[src/rtl/rtl.sv]
// ---------------------------------------------------------------------------
// rtl : fixed-point tan(x) engine
//
// Evaluates tan(x) ~= x + c1*x^3 + c2*x^5 + c3*x^7 + c4*x^9 with one shared
// 16x16 multiplier. Every product is truncated to its upper 16 bits.
//
// Ports
//   ready  out  1   one-cycle pulse, result valid
//   clk    in   1   rising-edge clock
//   rst    in   1   asynchronous active-high reset
//   start  in   1   request (level, may be held several cycles)
//   x      in   16  argument, unsigned Q0.16
//   busy   out  1   high while a request is being accepted or computed
//   result out  16  tan(x), unsigned Q2.14, held until the next completion
// ---------------------------------------------------------------------------
module rtl (
  output logic        ready,
  input  logic        clk,
  input  logic        rst,
  input  logic        start,
  input  logic [15:0] x,
  output logic        busy,
  output logic [15:0] result
);

  localparam logic [2:0] IDLE = 3'd0;
  localparam logic [2:0] LOAD = 3'd1;
  localparam logic [2:0] INIT = 3'd2;
  localparam logic [2:0] MUL  = 3'd3;
  localparam logic [2:0] ADD  = 3'd4;
  localparam logic [2:0] DONE = 3'd5;

  // Series coefficients, unsigned Q0.16
  localparam logic [15:0] C1 = 16'd21845;  // 1/3
  localparam logic [15:0] C2 = 16'd8738;   // 2/15
  localparam logic [15:0] C3 = 16'd3537;   // 17/315
  localparam logic [15:0] C4 = 16'd1433;   // 62/2835

  logic [2:0]  state_r;
  logic [15:0] xr_r;
  logic [15:0] x2_r;
  logic [15:0] term_r;
  logic [17:0] acc_r;
  logic [2:0]  i_r;
  logic [15:0] result_r;

  logic [15:0] op_a_s;
  logic [15:0] op_b_s;
  logic [15:0] prod_s;
  logic [17:0] acc_sum_s;

  // Unsigned 16x16 multiply keeping only bits [31:16] (truncation, no rounding)
  function automatic logic [15:0] mulhi(input logic [15:0] a, input logic [15:0] b);
    logic [31:0] p;
    p = {16'd0, a} * {16'd0, b};
    return p[31:16];
  endfunction

  // Coefficient for term index idx
  function automatic logic [15:0] coef(input logic [2:0] idx);
    logic [15:0] c;
    case (idx)
      3'd0:    c = C1;
      3'd1:    c = C2;
      3'd2:    c = C3;
      3'd3:    c = C4;
      default: c = 16'd0;
    endcase
    return c;
  endfunction

  // Operand steering for the single shared multiplier
  always_comb begin
    op_a_s = 16'd0;
    op_b_s = 16'd0;
    case (state_r)
      INIT: begin
        op_a_s = xr_r;
        op_b_s = xr_r;
      end
      MUL: begin
        op_a_s = term_r;
        op_b_s = x2_r;
      end
      ADD: begin
        op_a_s = term_r;
        op_b_s = coef(i_r);
      end
      default: begin
        op_a_s = 16'd0;
        op_b_s = 16'd0;
      end
    endcase
  end

  assign prod_s    = mulhi(op_a_s, op_b_s);
  assign acc_sum_s = acc_r + {2'b00, prod_s};

  // Controller and datapath registers
  always_ff @(posedge clk or posedge rst) begin
    if (rst) begin
      state_r  <= IDLE;
      xr_r     <= 16'd0;
      x2_r     <= 16'd0;
      term_r   <= 16'd0;
      acc_r    <= 18'd0;
      i_r      <= 3'd0;
      result_r <= 16'd0;
    end else begin
      case (state_r)
        IDLE: begin
          // Sampling here too means a one-cycle start still captures its x
          if (start) begin
            state_r <= LOAD;
            xr_r    <= x;
          end
        end
        LOAD: begin
          if (start) begin
            xr_r <= x;
          end else begin
            state_r <= INIT;
          end
        end
        INIT: begin
          x2_r    <= prod_s;
          term_r  <= xr_r;
          acc_r   <= {2'b00, xr_r};
          i_r     <= 3'd0;
          state_r <= MUL;
        end
        MUL: begin
          term_r  <= prod_s;
          state_r <= ADD;
        end
        ADD: begin
          acc_r <= acc_sum_s;
          i_r   <= i_r + 3'd1;
          if (i_r == 3'd3) begin
            // Result is captured on the edge that enters DONE so it is
            // valid in the same cycle ready is high
            result_r <= acc_sum_s[17:2];
            state_r  <= DONE;
          end else begin
            state_r <= MUL;
          end
        end
        DONE: begin
          state_r <= IDLE;
        end
        default: begin
          state_r <= IDLE;
        end
      endcase
    end
  end

  // Moore status decode from the registered state
  always_comb begin
    ready = (state_r == DONE);
    busy  = (state_r == LOAD) || (state_r == INIT) ||
            (state_r == MUL)  || (state_r == ADD);
  end

  assign result = result_r;

endmodule

[config.mk]
export PLATFORM = sky130hd
export DESIGN_NAME = rtl
export DESIGN_NICKNAME = d
export VERILOG_FILES = /design/src/rtl/rtl.sv
export SDC_FILE = /design/constraint.sdc
export NUM_CORES = 1
export LEC_CHECK = 0
export CAP_MARGIN = 20
export CORE_MARGIN = 5
export CORE_UTILIZATION = 30
export CTS_BUF_LIST = sky130_fd_sc_hd__clkbuf_16
export CTS_CLUSTER_DIAMETER = 150
export CTS_CLUSTER_SIZE = 40
export DETAILED_ROUTE_END_ITERATION = 8
export REMOVE_ABC_BUFFERS = 1
export SETUP_SLACK_MARGIN = 0.05
export SYNTH_ARGS = -nofsm -noshare
export SYNTH_HDL_FRONTEND = slang
export SYNTH_SLANG_ARGS = --single-unit
export TNS_END_PERCENT = 20
[constraint.sdc]
create_clock -name clk -period 9.8 [get_ports clk]
set_input_delay 1.96 -clock clk [delete_from_list [all_inputs] [get_ports clk]]
set_output_delay 1.96 -clock clk [all_outputs]
set_load 0.02 [all_outputs]
# Yosys cells after proc, flatten, opt, wreduce, memory -nomap -nowiden
# Cells that the tools add are included.
[word_totals]
register_bits = 88
elab_cells = 42
[classes]
add_sub_neg = 2
mul = 1
n_eq_ne = 10
n_mux = 10
n_reduce_logical = 12
[ops]
columns = ["cell", "count"]
rows = [
  ["$pmux 16 s2", 2],
  ["$pmux 15 s4", 1],
  ["$pmux 16 s3", 1],
  ["$pmux 18 s2", 1],
  ["$mul 16x16->32", 1],
  ["$add 18x16->18", 1],
  ["$pmux 3 s5", 1],
  ["$eq 3x2->1 const B", 4],
  ["$mux 3", 3],
  ["$eq 3x1->1 const B", 2],
  ["$eq 3x3->1 const B", 2],
  ["$logic_not 3->1", 2],
  ["$pmux 3 s2", 1],
  ["$reduce_and 2->1", 3],
  ["$ne 2x2->1 const B", 2],
  ["$reduce_bool 2->1", 2],
  ["$reduce_or 2->1", 2],
  ["$add 3x1->3 const B", 1],
  ["$logic_or 1x1->1", 3],
]

# Longest topological paths before layout
[logic_depth]
word_depth = 6
mapped_depth = 39

# Worst setup path after synthesis
# Ideal clock, no wire load.
[synth_timing]
kind = "register to register"
startpoint = "register state_r[0]"
endpoint = "register acc_r[17]"
arrival_ns = 8.979
required_ns = 9.731
slack_ns = 0.752
stages_incl_launch_ff = 37
period_less_slack_ns = 9.048
cell_sequence = "dfrtp_1 > buf_2 > buf_1 > buf_1 > buf_1 > nor2_1 > a21oi_1 > nor2_1 > fa_1 > inv_1 > fa_1 > fa_1 > fa_1 > inv_1 > fa_1 > inv_1 > fa_1 > inv_1 > ha_1 > a21oi_1 > o21ai_0 > a22oi_1 > or3b_2 > a21oi_1 > xor2_1 > inv_1 > ha_1 > a21o_1 > a21oi_1 > o21a_1 > o211ai_1 > a41oi_1 > o21ai_0 > a21oi_1 > nor2b_1 > or3b_2 > nand3_1"
[synth_via]
elab_chain_len = 6
elab_cells_between_ends = 10
cone_classes = "1 x add/sub; 1 x mul; 3 x eq/ne; 3 x mux; 2 x reduce/logical"
[synth_rtl]
columns = ["item", "line_no", "rtl"]
rows = [
  ["start, declared", "39", "logic [2:0] state_r;"],
  ["start signal, assigned", "102", "state_r <= IDLE;"],
  ["start signal, assigned", "114", "state_r <= LOAD;"],
  ["start signal, assigned", "122", "state_r <= INIT;"],
  ["$eq 3x2->1 / $eq 3x3->1 (equally long branches)", "76", "case (state_r)"],
  ["$reduce_or 2->1 (no line)", "-", ""],
  ["$pmux 16 s2", "76", ""],
  ["$mul 16x16->32 *", "55", "p = {16'd0, a} * {16'd0, b};"],
  ["via prod_s[1]", "49", "logic [15:0] prod_s;"],
  ["$add 18x16->18 *", "97", "assign acc_sum_s = acc_r + {2'b00, prod_s};"],
  ["$pmux 18 s2 *", "110", "case (state_r)"],
  ["end signal, assigned", "128", "acc_r <= {2'b00, xr_r};"],
  ["end signal, assigned", "137", "acc_r <= acc_sum_s;"],
  ["end, declared", "43", "logic [17:0] acc_r;"],
]
# The timed path passes the listed nets; every way through them passes the cells marked *.
# A chain may end at the register's enable or synchronous reset.

# Final worst setup path
[layout_timing]
startpoint = "register state_r[1]"
endpoint = "register acc_r[17]"
# The elaborated chain is that of the path after synthesis.

==> key figures <==
Power
  • LEAKAGE: 7.04 nW
  • Peak VDD IR: 173 µV
  • Cell area power density: 258 nW/µm²

Die
  • Chip height: 216 µm
  • FP Rows: 75
  • Die X: 216 µm
  • Initial core utilization: 30.4%
  • Die area: 46800 µm²
  • Core area: 42000 µm²
  • # IOs: 37

CTS
  • Num CTS Buffers: 9
  • Clock root cell: clkbuf_16
  • Clock latency on the worst-skew pair: 360 ps
  • Clock Tree Buf Depth: 2
  • Hold_buf cts: 0
  • Clk sink count: 88
  • Htree depth: 3
  • Clk pin slew, worst setup/hold paths: 60 ps
  • CTS tree: yes

Critical path
  • Critical path's most frequent cell: fa_1
  • Crit-path max cell delay: 610 ps
  • CP arrival: 9560 ps
  • Startpoint types: flop
  • Worst R2R Start: state_r[1]$_DFFE_PP0P_
  • Internal reg-to-reg setup slack: 520 ps
  • Max FO, Critical Path: 26
  • R2R Path End: acc_r[17]$_DFFE_PP0P_
  • Reg2reg path depth: 37
  • Slowest cell on crit path: fa_1
  • Crit end category: flop
  • Crit Path Class: flop to flop
  • CP required: 10080 ps

Synth
  • Async SR Flop Fraction: 100%
  • Sequential-to-total area share from yosys stat: 17.2%
  • Number of flops mapped to enable cells by yosys: 0
  • Post-Syn Instances: 1440
  • Mapped cell area: 12800 µm²
  • Netlist cell types: 68
  • Yosys reg bits: 88
  • Synth Area per Inst: 8.87 µm²
  • Synth Flop Type: dfrtp_1
  • Yosys warns: 0

STA
  • Final setup vio count: 0
  • Max frequency: 108 MHz
  • Slew Limit Fails: 0
  • Final hold violation count: 0
  • Ratio of final minimum period to clock period: 94.7%
  • Clock skew: 15.0 ps
  • Slew HR: 39.6%
  • Unrepaired setup endpoints after global routing: no
  • Min Clock Period, post-route: 9280 ps
  • Worst-Margin Slew: 906 ps
  • TNS Setup: 0 ps

Placement
  • Post-detail-place hpwl: 29600 µm
  • Placed cell area: 14200 µm²
  • Routability cong.: 0.908
  • Number of port buffers: 36

Drt
  • 1st-iter DRT viols: 668
  • DR DRC count: 0
  • Met3 wire length: 2110 µm
  • Drt pass-1 iters: 5
  • DR vias: 10300
  • Total Routed Length: 36000 µm
  • Wire per inst: 17.6 µm
  • Final ANT Viol Nets: 0
  • Top Layer Used: met4
  • Wl on met1: 15000 µm
  • Vias per cell: 5.01
  • Metal2 WL: 17000 µm

Global route
  • Largest net degree at the start of global routing: 65
  • Gr usage total: 15.8%
  • Total grt overflow: 0
  • Initial antenna violation count: 0
  • Vias in the first global route: 10900
  • First-pass GRT wire length: 58800 µm

Cells and area
  • Share of layout cells above drive strength 1: 9.81%
  • N_diodes: 0
  • Synth-to-Final Area Change: 13.5%
  • Multi-input logic area: 9440 µm²
  • Reg area: 2200 µm²
  • Final-stage net count: 1839
  • Layout fillers: 4362
  • Fin area: 14500 µm²

Flow run
  • Max_cap viols: 0

Run status
  • Outcome: finished clean

Hold path
  • WHS Endpoint: result[5]$_DFFE_PP0P_
  • Worst hold stages: 2
  • Hold Startpoint: result[5]$_DFFE_PP0P_
  • Worst min path class: flop to flop
## layer usage
layer,vias to the layer above,track usage [%]
li1,4689,-
met1,5110,19.9
met2,356,26.7
met3,96,2.67
met4,0,6.95
met5,-,0
## report_power, final
group | switching [W] | total, W | leakage [nW] | internal (W)
clock | 0.000156 | 0.000355 | 0.143 | 0.000199
sequential | 0.000129 | 0.000640 | 1.12 | 0.000511
combinational | 0.00171 | 0.00274 | 5.79 | 0.00102
total | 0.00200 | 0.00373 | 7.04 | 0.00173
## layout make-up
| class | count | area share (%) |
|---|---|---|
| clock buffer | 9 | 1.55 |
| clock inverter | 7 | 0.501 |
| multi-input combinational | 1046 | 65.1 |
| inverter | 252 | 6.54 |
| timing repair buffer | 107 | 6.39 |
| sequential | 88 | 15.2 |
| tap | 539 | 4.66 |
## registers in the layout, indices dropped and copies added (netlist names)
signal,count
state_r,3
term_r,16
x2_r,16
acc_r,18
xr_r,16
i_r,3
result,16
## kinds of logic (layout without fill, tap and decap cells)
group                    Yosys count  in the layout  share of synthesized area [%]
flip-flops                        88             88                           17.2
multiplexers                      34             34                           2.96
buffers and inverters            306            375                           9.09
AND/OR/NAND/NOR                  427            427                           14.4
adder cells (fa/ha/maj)          316            316                           42.4
XOR/XNOR                          33             33                           2.26
AO/OA/AOI/OAI                    236            236                           11.7
## layout by cell type, fill, tap and decap left out, types with 17 or more instances in the layout
master,instances
buf_4,67
clkdlybuf4s50_1,36
o21ai_0,47
nand2_1,189
ha_1,122
xor2_1,17
mux2_2,29
inv_1,252
dfrtp_1,86
o21ai_1,18
a21oi_1,76
fa_1,194
nor2_1,153
## critical path, delay by kind of cell, from the launching register on
family / cells / cell delay [ps]
AO/OA/AOI/OAI: 9 / 1770
adder cells (fa/ha/maj): 8 / 3630
buffers and inverters: 8 / 900
flip-flops: 1 / 340
AND/OR/NAND/NOR: 12 / 2550
## through the flow
step	hold WS, ps	util (%)	std cells	total power, W	setup slack, ps
3_3_place_gp	462	33.6	2031	0.00329	287
6_report	481	34.5	2048	0.00373	521
2_1_floorplan	450	-	1386	0.00233	37.0
4_1_cts	487	34.4	2048	0.00372	245
5_1_grt	503	34.5	2048	0.00406	52.5
3_5_place_dp	472	33.7	2032	0.00334	283
## timing repair
item | CTS | global route
hold endpoints to repair | 0 | 0
endpoints found under the setup margin | 0 | 9
setup buffers | 0 | 0
gates resized for setup | 0 | 14
## worst max path at each step
stage / to / start / cells after the start
after floorplan: acc_r[17]$_DFFE_PP0P_ / state_r[0]$_DFFE_PP0P_ / 35
after global placement: result[14]$_DFFE_PP0P_ / state_r[0]$_DFFE_PP0P_ / 35
after detailed placement: result[14]$_DFFE_PP0P_ / state_r[2]$_DFFE_PP0P_ / 34
after CTS: acc_r[17]$_DFFE_PP0P_ / state_r[2]$_DFFE_PP0P_ / 34
after global routing: acc_r[17]$_DFFE_PP0P_ / state_r[1]$_DFFE_PP0P_ / 37
final: acc_r[17]$_DFFE_PP0P_ / state_r[1]$_DFFE_PP0P_ / 37
## synth_stat cells, drive strengths merged (9+ instances only)
cell / count / area, µm²
inv: 252 / 946
a22oi: 14 / 105
xor2: 17 / 149
clkbuf: 39 / 146
ha: 122 / 1530
mux2: 30 / 338
o21ai: 68 / 344
nand2b: 10 / 62.6
a21o: 14 / 105
nor2b: 16 / 100
and2: 9 / 56.3
nor2: 155 / 582
fa: 194 / 3880
nand2: 190 / 713
xnor2: 16 / 140
nand3: 10 / 50.1
a21oi: 78 / 398
buf: 15 / 68.8
o21a: 14 / 105
nor3: 10 / 55.1
dfrtp: 88 / 2200
Note: power is estimated with default switching activity, not from simulation.
